==> src/rtl/fetch_queue.sv <==
// Show-ahead circular queue of fetched instruction pairs sitting between fetch and decode.
// Invalid slots are masked to NOP with the prediction flag cleared; a pair with no valid slot is never stored.
module fetch_queue #(
  parameter int          DEPTH = 4,
  parameter logic [31:0] NOP   = 32'h00000013
) (
  input  logic                     clk_i,
  input  logic                     rst_n_i,
  input  logic                     flush_i,
  input  logic                     push_i,
  input  logic [31:0]              pc_i,
  input  logic [31:0]              inst0_i,
  input  logic [31:0]              inst1_i,
  input  logic                     valid0_i,
  input  logic                     valid1_i,
  input  logic                     pred_taken_0_i,
  input  logic                     pred_taken_1_i,
  output logic                     full_o,
  input  logic                     stall_i,
  output logic                     pair_valid_o,
  output logic [31:0]              pc_o,
  output logic [31:0]              inst0_o,
  output logic [31:0]              inst1_o,
  output logic                     pred_taken_0_o,
  output logic                     pred_taken_1_o,
  output logic [$clog2(DEPTH):0]   count_o
);

  localparam int PTR_W = $clog2(DEPTH);
  localparam int CNT_W = PTR_W + 1;

  typedef struct packed {
    logic [31:0] pc;
    logic [31:0] inst0;
    logic [31:0] inst1;
    logic        valid0;
    logic        valid1;
    logic        pt0;
    logic        pt1;
  } entry_t;

  entry_t             mem_q [DEPTH];
  logic [PTR_W-1:0]   wr_ptr_q, wr_ptr_d;
  logic [PTR_W-1:0]   rd_ptr_q, rd_ptr_d;
  logic [CNT_W-1:0]   count_q, count_d;

  logic   full;
  logic   not_empty;
  logic   push_ok;
  logic   pop_ok;
  entry_t wr_entry;
  entry_t head;

  // Fullness looks only at registered occupancy, so a same-cycle pop never frees a slot for a push.
  assign full      = (count_q == CNT_W'(DEPTH));
  assign not_empty = (count_q != '0);
  assign push_ok   = push_i && !full && (valid0_i || valid1_i) && !flush_i;
  assign pop_ok    = not_empty && !stall_i && !flush_i;

  assign wr_entry = '{
    pc:     pc_i,
    inst0:  inst0_i,
    inst1:  inst1_i,
    valid0: valid0_i,
    valid1: valid1_i,
    pt0:    pred_taken_0_i,
    pt1:    pred_taken_1_i
  };

  always_comb begin
    wr_ptr_d = wr_ptr_q;
    rd_ptr_d = rd_ptr_q;
    count_d  = count_q;
    if (flush_i) begin
      wr_ptr_d = '0;
      rd_ptr_d = '0;
      count_d  = '0;
    end else begin
      if (push_ok) wr_ptr_d = wr_ptr_q + PTR_W'(1);
      if (pop_ok)  rd_ptr_d = rd_ptr_q + PTR_W'(1);
      case ({push_ok, pop_ok})
        2'b10:   count_d = count_q + CNT_W'(1);
        2'b01:   count_d = count_q - CNT_W'(1);
        default: count_d = count_q;
      endcase
    end
  end

  always_ff @(posedge clk_i or negedge rst_n_i) begin
    if (!rst_n_i) begin
      wr_ptr_q <= '0;
      rd_ptr_q <= '0;
      count_q  <= '0;
    end else begin
      wr_ptr_q <= wr_ptr_d;
      rd_ptr_q <= rd_ptr_d;
      count_q  <= count_d;
    end
  end

  // Entry storage is not reset; occupancy alone decides what is visible.
  always_ff @(posedge clk_i) begin
    if (push_ok) mem_q[wr_ptr_q] <= wr_entry;
  end

  assign head = mem_q[rd_ptr_q];

  always_comb begin
    pc_o           = '0;
    inst0_o        = NOP;
    inst1_o        = NOP;
    pred_taken_0_o = 1'b0;
    pred_taken_1_o = 1'b0;
    if (not_empty) begin
      pc_o = head.pc;
      if (head.valid0) begin
        inst0_o        = head.inst0;
        pred_taken_0_o = head.pt0;
      end
      if (head.valid1) begin
        inst1_o        = head.inst1;
        pred_taken_1_o = head.pt1;
      end
    end
  end

  assign full_o       = full;
  assign pair_valid_o = not_empty;
  assign count_o      = count_q;

endmodule

==> config.mk <==
export PLATFORM = sky130hd
export DESIGN_NAME = fetch_queue
export DESIGN_NICKNAME = d
export VERILOG_FILES = /design/src/rtl/fetch_queue.sv
export SDC_FILE = /design/constraint.sdc
export NUM_CORES = 1
export LEC_CHECK = 0
export ABC_AREA = 1
export CAP_MARGIN = 20
export CORE_ASPECT_RATIO = 1.75
export CORE_MARGIN = 10
export CORE_UTILIZATION = 45
export DETAILED_ROUTE_END_ITERATION = 10
export PLACE_DENSITY = 0.67
export SLEW_MARGIN = 20
export SYNTH_ARGS = -nofsm -noshare
export SYNTH_HDL_FRONTEND = slang
export SYNTH_SLANG_ARGS = --single-unit
==> constraint.sdc <==
create_clock -name clk_i -period 7.1 [get_ports clk_i]
set_input_delay 1.065 -clock clk_i [delete_from_list [all_inputs] [get_ports clk_i]]
set_output_delay 1.065 -clock clk_i [all_outputs]
set_load 0.05 [all_outputs]
# Word level (Yosys, flattened, before mapping)
# Memories as Yosys holds them, arrays and structs flattened.
# Index checks and enable logic that the tools add are counted.
word_totals:
  register_bits: 7
  latchBits: 0
  mem_bits_rw: 400
  rom_bits: 0
  output_inout_bits: 103
  elab_cells: 41
  n_memories: 1
classes:
  add_sub_neg: 4
  n_mul: 0
  div: 0
  magnitude_cmp: 0
  n_eq_ne: 3
  shift: 0
  mux: 17
  bitwise: 0
  reduce_logical: 13
mem_list:
  columns: ["memory", "depth", "width", "read_ports", "rd_clocked_by_memory_dff", "wr", "line_no", "source"]
  rows:
  - ["mem_q", 4, 100, 1, 0, 1, "42", "entry_t mem_q [DEPTH];"]
op_table:
  columns: ["op", "count"]
  rows:
  - ["$mux 32", 5]
  - ["$mux 2", 4]
  - ["$mux 1", 6]
  - ["$pmux 3 s2", 1]
  - ["$reduce_bool 3->1", 2]
  - ["$logic_and 1x1->1", 5]
  - ["$add 2x1->2 const B", 2]
  - ["$reduce_bool 2->1", 2]
  - ["$add 3x1->3 const B", 1]
  - ["$eq 3x3->1 const B", 1]
  - ["$logic_not 1->1", 3]
  - ["$mux 3", 1]
  - ["$sub 3x1->3 const B", 1]
  - ["$eq 2x1->1 const B", 1]
  - ["$eq 2x2->1 const B", 1]
  - ["$logic_or 1x1->1", 1]

# Longest topological paths before layout
depth:
  ltp_word: 8
  ltp_mapped: 12

# Least setup slack after synthesis
# OpenSTA, ideal clock, no wires.
synth_timing:
  kind: "input -> register"
  start: "in push_i"
  end: "mem mem_q[0][0] (netlist bit), enable pin"
  setup_time_ns: 0.560
  arrival_time_ns: 5.579
  t_required_ns: 6.540
  slack_ns: 0.961
  cell_stages: 4
  path_cell_list: "inv_1 -> nor2_1 -> nand3_1 -> nor2_1"
synth_via:
  elab_chain_len: 5
synth_lines:
  columns: ["element", "line_no", "source"]
  rows:
  - ["start, declared", "10", "input logic push_i,"]
  - ["$logic_and 1x1->1 (3 in series)", "57", "assign push_ok = push_i && !full && (valid0_i || valid1_i) && !flush_i;"]
  - ["$mux 1", "103", "if (push_ok) mem_q[wr_ptr_q] <= wr_entry;"]
  - ["$mux 1 (not written as such)", "103", null]
  - ["end, declared", "42", null]
# No other way between the ends.

# Worst setup path in the final report
layout_timing:
  start: "reg rd_ptr_q[1]"
  end: "out inst1_o[12]"
layout_via:
  elab_chain_len: 3
layout_lines:
  columns: ["element", "line_no", "source"]
  rows:
  - ["start, declared", "44", "logic [PTR_W-1:0] rd_ptr_q, rd_ptr_d;"]
  - ["start signal, assigned", "96", "rd_ptr_q <= rd_ptr_d;"]
  - ["$mem_v2 4x100", null, null]
  - ["$mux 32", "120", "if (head.valid1) begin"]
  - ["$mux 32", "114", "if (not_empty) begin"]
  - ["end, declared", "23", "output logic [31:0] inst1_o,"]
# No other way between the ends.

==> impl_metrics.json <==
{
  "crit_path_cell_trace": "buf_4 -> o21ai_1 -> o22ai_1 -> nand2_2 -> a21oi_2 -> clkdlybuf4s50_1",
  "met1_usage": 0.1855,
  "powerDensity_mw_per_mm2": 330.8,
  "synth-async-reset-ratio": 0.01720,
  "firstDrtPassIters": 5,
  "rsz0062_at_grt": "false",
  "routabilityCongestion": 0.8313,
  "syn_inst": 1246,
  "hold_path_class": "reg -> reg",
  "holdBufCountCts": 0,
  "fmaxAchievable_ghz": 0.1886,
  "met2_usage": 0.3181,
  "yosysSeqAreaShare": 0.7562,
  "portBuffers": 207,
  "htreeDepth": 2,
  "clockBufferDepth": 3,
  "crit_arrival_ns": 4.24,
  "setup_viol": 0,
  "cts-resized-gates": 0,
  "grt_max_degree": 105,
  "power_leakage_uw": 0.006537,
  "num-fill-cells": 2882,
  "drv_cap": 0,
  "post-synth-top-area-cell": "edfxtp_1",
  "layout-drive-gt1-share": 0.09671,
  "grt_usage": 0.1705,
  "placed_area_mm2": 0.01857,
  "status": "complete, no violations",
  "clock_latency_ns": 0.52,
  "hold_violations": 0,
  "cts_inserted_buffers": 37,
  "cp_max_fo": 56,
  "post-dp-hpwl_um": 23430,
  "synth_top_family_by_area": "compound AO/OA/AOI/OAI gates",
  "core_mm2": 0.03530,
  "synth_fa_ha_area_frac": 0.004348,
  "first_global_vias": 10400,
  "synth-xor-area-share": 0.0005435,
  "layout-area-overhead-vs-synth_pct": 22.83,
  "grt_pass1_wl_um": 58730,
  "synthTopCellsByCount": "nor2_1, edfxtp_1, o21ai_0, a21oi_2, buf_2",
  "met3_usage": 0.02823,
  "synth_edf_count": 400,
  "initial_utilization": 0.4566,
  "vdd_drop_max_uv": 214.0,
  "ys_warn_count": 0,
  "wl_per_cell_um": 20.05,
  "yosys.area_share.simple": 0.1027,
  "drt.antenna.violating_nets": 0,
  "viasPerCell": 5.259,
  "clkTransAtPathRegs_ns": 0.07,
  "ys_seq_elements": 407,
  "critPathCaptureType": "primary output",
  "slowest_stage": "clkdlybuf4s50_1",
  "period_share": 0.7469,
  "synthMuxAreaShare": 0,
  "crit_path_start_kind": "flip-flop",
  "drc": 0,
  "final_util": 0.5608,
  "dieWidth_um": 163.1,
  "drtIter0Drc": 682,
  "io_pins": 208,
  "antenna_found_initial": 2,
  "cpPeakStageDelay_ns": 0.86,
  "nets": 1543,
  "final_cell_area_mm2": 0.01979,
  "slew_viol_final": 0,
  "cts_tree": "done",
  "overflow": 0,
  "path_class": "reg -> out",
  "clock_sinks": 407,
  "synth.most_common_cell": "nor2_1",
  "die_area_mm2": 0.04408,
  "tightest_slew_ns": 1.057,
  "synth.area.top_cells": "edfxtp_1, nor2_1, o21ai_0, a21oi_2, buf_2",
  "postCtsSetupRepairBufs": 0,
  "die_h_um": 270.3,
  "drt-total-wl_um": 38570,
  "tns_ns": 0,
  "root_buffer": "clkbuf_16",
  "finClkSkew_ns": 0.01652,
  "busiest_layer": "met2",
  "syn_nets": 1356,
  "synth_top_area_frac": 0.7453,
  "rows": 91,
  "synth_compound_area_frac": 0.1079,
  "vias": 10120,
  "min_period_ns": 5.303,
  "max_slew_margin": 0.2931,
  "netlist_area_mm2": 0.01612,
  "synth_top_flop_cell": "edfxtp_1",
  "synth_cell_types": 22,
  "crit_required_ns": 6.03,
  "synth.avg_cell_area_um2": 12.93
}
cells in the final DEF (no fill, tap or decap), drive strengths merged, types with 2 or more instances in the layout:
cell           instances
nand2                 19
clkbuf                39
bufinv                 5
o21ai                204
clkdlybuf4s50        207
ha                     4
clkinv                18
o22ai                  2
edfxtp               400
nor2                 403
clkinvlp               2
dfrtp                  7
a21oi                 96
inv                   20
buf                   16
nand3                 13
logic make-up after synthesis:
| family | Yosys count |
|---|---|
| AOI/OAI and AO/OA | 302 |
| xor gates and xnor gates | 1 |
| adders and majority gates | 5 |
| buffers and inverters | 95 |
| DFF | 407 |
| and+or+nand+nor | 436 |
final timing paths:
check	slack [ns]	cells past startpoint	startpoint	endpoint
setup reg to reg	4.22	5	count_o[0]$_DFFE_PN0P_	mem_q[3][74]$_DFFE_PP_
min in group asynchronous	0.84	1	rst_n_i	count_o[1]$_DFFE_PN0P_
max in group asynchronous	5.92	1	rst_n_i	rd_ptr_q[1]$_DFFE_PN0P_
setup / recovery	1.80	6	rd_ptr_q[1]$_DFFE_PN0P_	inst1_o[12]
hold reg to reg	0.57	1	wr_ptr_q[0]$_DFFE_PN0P_	wr_ptr_q[0]$_DFFE_PN0P_
hold / removal	0.57	1	wr_ptr_q[0]$_DFFE_PN0P_	wr_ptr_q[0]$_DFFE_PN0P_
metrics by stage:
step,hold WS (ns),setup slack (ns),cells,power (uW)
after CTS,0.5732,1.664,1922,6607
final,0.5674,1.797,1924,6548
after floorplan,0.5146,0.9610,1246,4033
after detailed placement,0.5579,2.247,1858,4646
after global routing,0.6178,1.478,1924,6818
after global placement,0.5600,2.272,1857,4624
critical path: cells and delay by family, from the launching register on:
kind            cells  cell delay (ns)
simple gates        1             0.59
compound gates      3             0.70
flops               1             0.83
buf+inv             2             1.55
layout make-up:
cell class	count	area, um2	area share
diodes	1	2.502	0.0001264
clock buffers	39	933.4	0.04716
clock inverters	25	257.7	0.01302
inverters	20	80.08	0.004046
multi-input cells	744	3508	0.1772
flip-flops and latches	407	12190	0.6161
well taps	465	581.8	0.02939
repair buffers	223	2236	0.1130
where the power goes:
part           leakage [uW]  switching (uW)  total [uW]  internal, uW
sequential          0.00371            31.8        2760          2720
clock              0.000584             833        1970          1140
combinational       0.00224            1300        1820           524
total               0.00654            2160        6550          4390
routing by layer:
metal  part of all wire  vias to the layer above
li1                   -                     4789
met1               0.36                     4973
met2               0.55                      288
met3              0.052                       66
met4              0.032                        2
met5            0.00018                        -
registers in the layout, indices dropped and copies added, names as in the netlist:
register  cells
mem_q       400
count_o       3
rd_ptr_q      2
wr_ptr_q      2
Power figures use the tool's default switching activity.
